===== src/rtl/seq_serializer_if.sv =====
// -----------------------------------------------------------------------------
// seq_serializer_if
//   Bundles the word-side handshake and the serial-side outputs of
//   seq_serializer so a producer and the serializer share one connection.
//
//   wordIn     producer -> serializer  parallel word
//   wordValid  producer -> serializer  wordIn is valid
//   wordReady  serializer -> producer  holding buffer can accept a word
//   seqOut     serializer -> consumer  serial bit (IDLE_BIT between words)
//   seqValid   serializer -> consumer  seqOut carries a data bit
//   busy       serializer -> consumer  shifter active or holding buffer full
//
//   Modports: master = word producer / observer, slave = serializer.
// -----------------------------------------------------------------------------
interface seq_serializer_if #(
  parameter int WIDTH = 8
) ();
  logic [WIDTH-1:0] wordIn;
  logic             wordValid;
  logic             wordReady;
  logic             seqOut;
  logic             seqValid;
  logic             busy;

  modport master (
    output wordIn,
    output wordValid,
    input  wordReady,
    input  seqOut,
    input  seqValid,
    input  busy
  );

  modport slave (
    input  wordIn,
    input  wordValid,
    output wordReady,
    output seqOut,
    output seqValid,
    output busy
  );
endinterface


===== src/rtl/seq_serializer.sv =====
// -----------------------------------------------------------------------------
// seq_serializer
//   Parallel-to-serial front end for the sequence detector. Accepts WIDTH-bit
//   words over a valid/ready handshake and emits them one bit per clock on
//   seqOut. A one-entry holding buffer lets back-to-back words stream with no
//   idle bit between them. Between words seqOut carries IDLE_BIT and
//   seqValid is low.
//
//   Parameters
//     WIDTH      word width in bits (>= 1)
//     MSB_FIRST  1: bit WIDTH-1 leaves first, 0: bit 0 leaves first
//     IDLE_BIT   level driven on seqOut while no word is being shifted
//
//   Ports
//     clk   rising-edge clock
//     rst   asynchronous, active-high reset
//     bus   seq_serializer_if.slave: wordIn/wordValid/wordReady handshake,
//           registered seqOut/seqValid, and busy
// -----------------------------------------------------------------------------
module seq_serializer #(
  parameter int   WIDTH     = 8,
  parameter bit   MSB_FIRST = 1'b1,
  parameter logic IDLE_BIT  = 1'b0
) (
  input  logic            clk,
  input  logic            rst,
  seq_serializer_if.slave bus
);

  localparam int               CNT_W    = (WIDTH > 1) ? $clog2(WIDTH) : 1;
  localparam logic [CNT_W-1:0] CNT_LAST = CNT_W'(WIDTH - 1);

  localparam logic [0:0] ST_IDLE  = 1'b0;
  localparam logic [0:0] ST_SHIFT = 1'b1;

  // Bit that is presented on the line for the word currently in the shifter.
  function automatic logic head_bit(input logic [WIDTH-1:0] w);
    return MSB_FIRST ? w[WIDTH-1] : w[0];
  endfunction

  // Move the next bit into the head position.
  function automatic logic [WIDTH-1:0] advance(input logic [WIDTH-1:0] w);
    return MSB_FIRST ? (w << 1) : (w >> 1);
  endfunction

  // Control state (reset)
  logic [0:0]       state_q,     state_d;
  logic [CNT_W-1:0] cnt_q,       cnt_d;
  logic             hold_full_q, hold_full_d;
  logic             ready_q,     ready_d;
  logic             seq_out_q,   seq_out_d;
  logic             seq_valid_q, seq_valid_d;

  // Data state (no reset; meaningless unless the matching control bit is set)
  logic [WIDTH-1:0] shift_q, shift_d;
  logic [WIDTH-1:0] hold_q,  hold_d;

  logic             is_shift;
  logic             last_bit;
  logic             accept;
  logic             load;
  logic [WIDTH-1:0] load_src;
  logic [WIDTH-1:0] shift_next;

  always_comb begin
    is_shift   = (state_q == ST_SHIFT);
    last_bit   = is_shift && (cnt_q == CNT_LAST);
    // ready_q mirrors !hold_full_q, so an accept never coincides with a drain
    accept     = bus.wordValid && ready_q;
    load       = (!is_shift || last_bit) && (hold_full_q || accept);
    load_src   = hold_full_q ? hold_q : bus.wordIn;
    shift_next = advance(shift_q);

    state_d     = state_q;
    cnt_d       = cnt_q;
    hold_full_d = hold_full_q;
    seq_out_d   = seq_out_q;
    shift_d     = shift_q;
    hold_d      = hold_q;

    if (load) begin
      shift_d   = load_src;
      cnt_d     = '0;
      state_d   = ST_SHIFT;
      seq_out_d = head_bit(load_src);
      if (hold_full_q) begin
        hold_full_d = 1'b0;
      end
    end else if (last_bit) begin
      state_d   = ST_IDLE;
      cnt_d     = '0;
      seq_out_d = IDLE_BIT;
    end else if (is_shift) begin
      shift_d   = shift_next;
      cnt_d     = cnt_q + CNT_W'(1);
      seq_out_d = head_bit(shift_next);
    end

    // A word that could not go straight into the shifter parks in the hold.
    if (accept && !(load && !hold_full_q)) begin
      hold_d      = bus.wordIn;
      hold_full_d = 1'b1;
    end

    seq_valid_d = (state_d == ST_SHIFT);
    ready_d     = !hold_full_d;
  end

  // Control registers
  always_ff @(posedge clk or posedge rst) begin
    if (rst) begin
      state_q     <= ST_IDLE;
      cnt_q       <= '0;
      hold_full_q <= 1'b0;
      ready_q     <= 1'b0;
      seq_out_q   <= IDLE_BIT;
      seq_valid_q <= 1'b0;
    end else begin
      state_q     <= state_d;
      cnt_q       <= cnt_d;
      hold_full_q <= hold_full_d;
      ready_q     <= ready_d;
      seq_out_q   <= seq_out_d;
      seq_valid_q <= seq_valid_d;
    end
  end

  // Data registers
  always_ff @(posedge clk) begin
    shift_q <= shift_d;
    hold_q  <= hold_d;
  end

  assign bus.wordReady = ready_q;
  assign bus.seqOut    = seq_out_q;
  assign bus.seqValid  = seq_valid_q;
  assign bus.busy      = (state_q == ST_SHIFT) || hold_full_q;

endmodule


===== src/flat_wrapper.sv =====
// flat-port wrapper written by rule: the top's interface ports become plain ports
module seq_serializer_flat 
#(
  parameter int   WIDTH     = 8,
  parameter bit   MSB_FIRST = 1'b1,
  parameter logic IDLE_BIT  = 1'b0
)
  (clk, rst, bus_wordIn, bus_wordValid, bus_wordReady, bus_seqOut, bus_seqValid, bus_busy);
  seq_serializer_if #(.WIDTH(WIDTH)) bus_i ();
  input  logic clk;
  input  logic rst;
  input wire logic [$bits(bus_i.wordIn)-1:0] bus_wordIn;
  input wire logic [$bits(bus_i.wordValid)-1:0] bus_wordValid;
  output wire logic [$bits(bus_i.wordReady)-1:0] bus_wordReady;
  output wire logic [$bits(bus_i.seqOut)-1:0] bus_seqOut;
  output wire logic [$bits(bus_i.seqValid)-1:0] bus_seqValid;
  output wire logic [$bits(bus_i.busy)-1:0] bus_busy;
  assign bus_i.wordIn = bus_wordIn;
  assign bus_i.wordValid = bus_wordValid;
  assign bus_wordReady = bus_i.wordReady;
  assign bus_seqOut = bus_i.seqOut;
  assign bus_seqValid = bus_i.seqValid;
  assign bus_busy = bus_i.busy;
  seq_serializer #(.WIDTH(WIDTH), .MSB_FIRST(MSB_FIRST), .IDLE_BIT(IDLE_BIT)) u_core (.clk(clk), .rst(rst), .bus(bus_i));
endmodule

===== config.mk =====
export PLATFORM = sky130hd
export DESIGN_NAME = seq_serializer_flat
export DESIGN_NICKNAME = d
export VERILOG_FILES = /design/src/rtl/seq_serializer_if.sv /design/src/rtl/seq_serializer.sv /design/src/flat_wrapper.sv
export SDC_FILE = /design/constraint.sdc
export NUM_CORES = 1
export LEC_CHECK = 0
export BUFFER_PORTS_ARGS = -buffer_cell sky130_fd_sc_hd__buf_2
export CAP_MARGIN = 20
export CORE_MARGIN = 2
export CORE_UTILIZATION = 45
export CTS_CLUSTER_DIAMETER = 80
export DETAILED_ROUTE_END_ITERATION = 7
export GPL_TIMING_DRIVEN = 0
export MAX_ROUTING_LAYER = met4
export PLACE_DENSITY_LB_ADDON = 0.12
export SYNTH_ARGS = -nofsm -noshare
export SYNTH_HDL_FRONTEND = slang
export SYNTH_SLANG_ARGS = --single-unit

===== constraint.sdc =====
create_clock -name clk -period 2 [get_ports clk]
set_input_delay 0.3 -clock clk [delete_from_list [all_inputs] [get_ports clk]]
set_output_delay 0.3 -clock clk [all_outputs]
set_load 0.03 [all_outputs]

==> flow_summary.yaml <==
power:
  leakagePower_nw: 0.4796
  ir_drop_mv: 0.5959
  p_per_area_mw_per_mm2: 1364
  total_power_mw: 1.531
detailed_routing:
  drt_first_pass_iters: 4
  drt-total-wl_mm: 1.601
  vias: 627
  drt-wirelength-per-cell_um: 13.45
  remaining_drc_errors: 0
  drt_first_iter_violations: 7
  viasPerCell: 5.269
  ant_nets: 0
cts:
  path_clk_slew_ns: 0.12
  cts_buffers: 3
  cts.sinks: 22
  post_cts_buffers: 0
  cts_tree: "done"
  htreeDepth: 1
  clock_latency_ns: 0.30
  cts-root-buf: "clkbuf_4"
  cts.path.max_buffers: 2
  hold_buffers: 1
  ctsResizeCount: 0
sta:
  skew_ns: 0.004322
  maxSlewHeadroom_pct: 75.08
  hold_viol: 0
  min_period_ns: 1.850
  worstMarginPinSlew_ns: 0.3738
  fin_crit_sh_pct: 92.52
  fin_setup_tns_ns: 0
  slew_viol_final: 0
  clock.fmax_mhz: 540.4
  setup_viol: 0
  rsz0062_at_grt: "no"
  holdWs_ns: 0.1786
cells_and_area:
  area_growth_pct: 14.27
  antennaDiodeCount: 0
  drive_gt1_share_pct: 25.00
  nNetsFinal: 106
  seqCellArea_um2: 625.6
  nFillCells: 177
  multi_input_area_um2: 320.3
  final_cells: 119
grt:
  grt_util_all_layers_pct: 14.68
  grt_pass1_vias: 641
  antenna_found_initial: 0
  grt_pass1_wl_mm: 2.711
  grt_max_degree: 13
  overflow: 0
critical_path:
  crit_path_frequent_cell: "ha_1"
  worst-setup-path-type: "flip-flop to flip-flop"
  required_ns: 1.97
  crit_chain: "ha_1 -> ha_1 -> nor2b_4 -> buf_6 -> o211a_1"
  arrival_ns: 1.83
  regToRegSetupSlack_ns: 0.15
  crit_fanout: 10
  endpoint_kind: "flip-flop"
  slowest_stage: "dfrtp_1"
  worst-r2r-cell-count: 5
  slowest_delay_ns: 0.42
  cp-start-kind: "flip-flop"
placed_design:
  dpl.hpwl_mm: 1.193
  dp.cells: 114
  io_buffers: 14
  place.gp.congestion: 0.7783
outcome:
  status: "finished clean"
yosys:
  synth_area_leaders: "edfxtp_1 46%, dfrtp_1 18%, mux2i_1 7.1%, o21ai_1 3.6%, o21ai_0 3.1%"
  yosysMostFrequentCell: "edfxtp_1"
  synth_top_area_share_pct: 45.86
  synth_top_cell_by_area: "edfxtp_1"
  ys_ff_latch: 22
  synth.avg_cell_area_um2: 13.45
  synthDistinctLibCells: 24
  synth_edf_count: 15
  yosys_warnings: 0
  synthFlopType: "edfxtp_1"
  synth_async_sr_flop_share_pct: 31.82
  syn_inst: 73
  yosysSeqAreaShare_pct: 63.69
  synth_common_cells: "15 x edfxtp_1, 7 x dfrtp_1, 7 x mux2i_1, 7 x o21ai_1, 6 x o21ai_0"
  synth_area_um2: 982.2
  synth_fp_nets: 86
floorplan:
  die_x_um: 50.72
  core-area_mm2: 0.002002
  ios: 15
  start_util_pct: 49.06
  die-area_mm2: 0.002573
  die_h_um: 50.72
  rows: 16
job:
  maxCapViolCount: 0
worst_hold_path:
  hold_depth: 1
  hp-class: "input port to flip-flop"
where the power goes:
| part | switching (mW) | total, mW | internal [mW] |
|---|---|---|---|
| clock | 0.126 | 0.199 | 0.0727 |
| combinational | 0.333 | 0.588 | 0.255 |
| sequential | 0.0759 | 0.744 | 0.668 |
layout make-up:
cell class	count	area share, %
inverters	1	0.3344
multi-input cells	46	28.54
flip-flops and latches	22	55.74
clock buffers	3	2.007
clock inverters	1	0.3344
repair buffers	15	7.135
well taps	27	3.010
plain buffers	4	2.899
worst paths after layout:
check,to,startpoint
worst max-delay path,u_core.hold_q[0],u_core.cnt_q[0]
worst min-delay path,u_core.hold_q[1],bus_wordIn[1]
worst max register to register,u_core.hold_q[0],u_core.cnt_q[0]
worst min register to register,u_core.cnt_q[0],u_core.cnt_q[0]
max in group asynchronous,u_core.hold_full_q,rst
min in group asynchronous,u_core.cnt_q[0],rst
worst max-delay path, delay by kind of cell (launching register included):
kind                       cells  cell delay [ns]
and+or+nand+nor                1             0.14
AOI/OAI and AO/OA              1             0.38
buffers and inverters          1             0.13
DFF                            1             0.42
adders and majority gates      2             0.46
through the flow:
step | utilization (%) | instance area [µm²] | worst slack, ns
6_report | 56.06 | 1122 | 0.1496
5_1_grt | 56.06 | 1122 | 0.01252
4_1_cts | 56.06 | 1122 | 0.1131
3_5_place_dp | 54.25 | 1086 | 0.1341
3_3_place_gp | 54.25 | 1086 | 0.1563
2_1_floorplan | - | 982.2 | 0.3367
cells by family (layout without fill, tap and decap cells):
logic type / count (synthesis) / count (layout) / synth area share [%]
AOI/OAI and AO/OA: 21 / 21 / 13.63
adders and majority gates: 2 / 2 / 2.547
and+or+nand+nor: 16 / 16 / 9.300
buffers and inverters: 5 / 24 / 3.694
DFF: 22 / 22 / 63.69
muxes: 7 / 7 / 7.134
flip-flops by register name, indices dropped and copies added (netlist names):
register,cells
u_core.bus.seqOut,1
u_core.bus.wordReady,1
u_core.cnt_q,3
u_core.hold_full_q,1
u_core.hold_q,8
u_core.is_shift,1
u_core.shift_q,7
metal layers:
metal	GRT usage, %	wire length (µm)	up-vias
met4	6.757	22	0
met1	18.55	801	302
met5	-	0	-
met3	2.679	36	4
met2	23.03	741	8
li1	-	-	313
cell usage in the layout (no fill, tap or decap), drive strengths merged, types with 2 or more instances in the layout:
cell | netlist | layout
nor2 | 2 | 2
or2 | 2 | 2
mux2i | 7 | 7
a21oi | 2 | 2
ha | 2 | 2
o21ai | 13 | 13
nand2b | 2 | 2
edfxtp | 15 | 15
buf | 4 | 18
nand2 | 5 | 5
nor3 | 2 | 2
clkbuf | 0 | 3
dfrtp | 7 | 7
No activity file was read; power rests on OpenSTA's default activity.
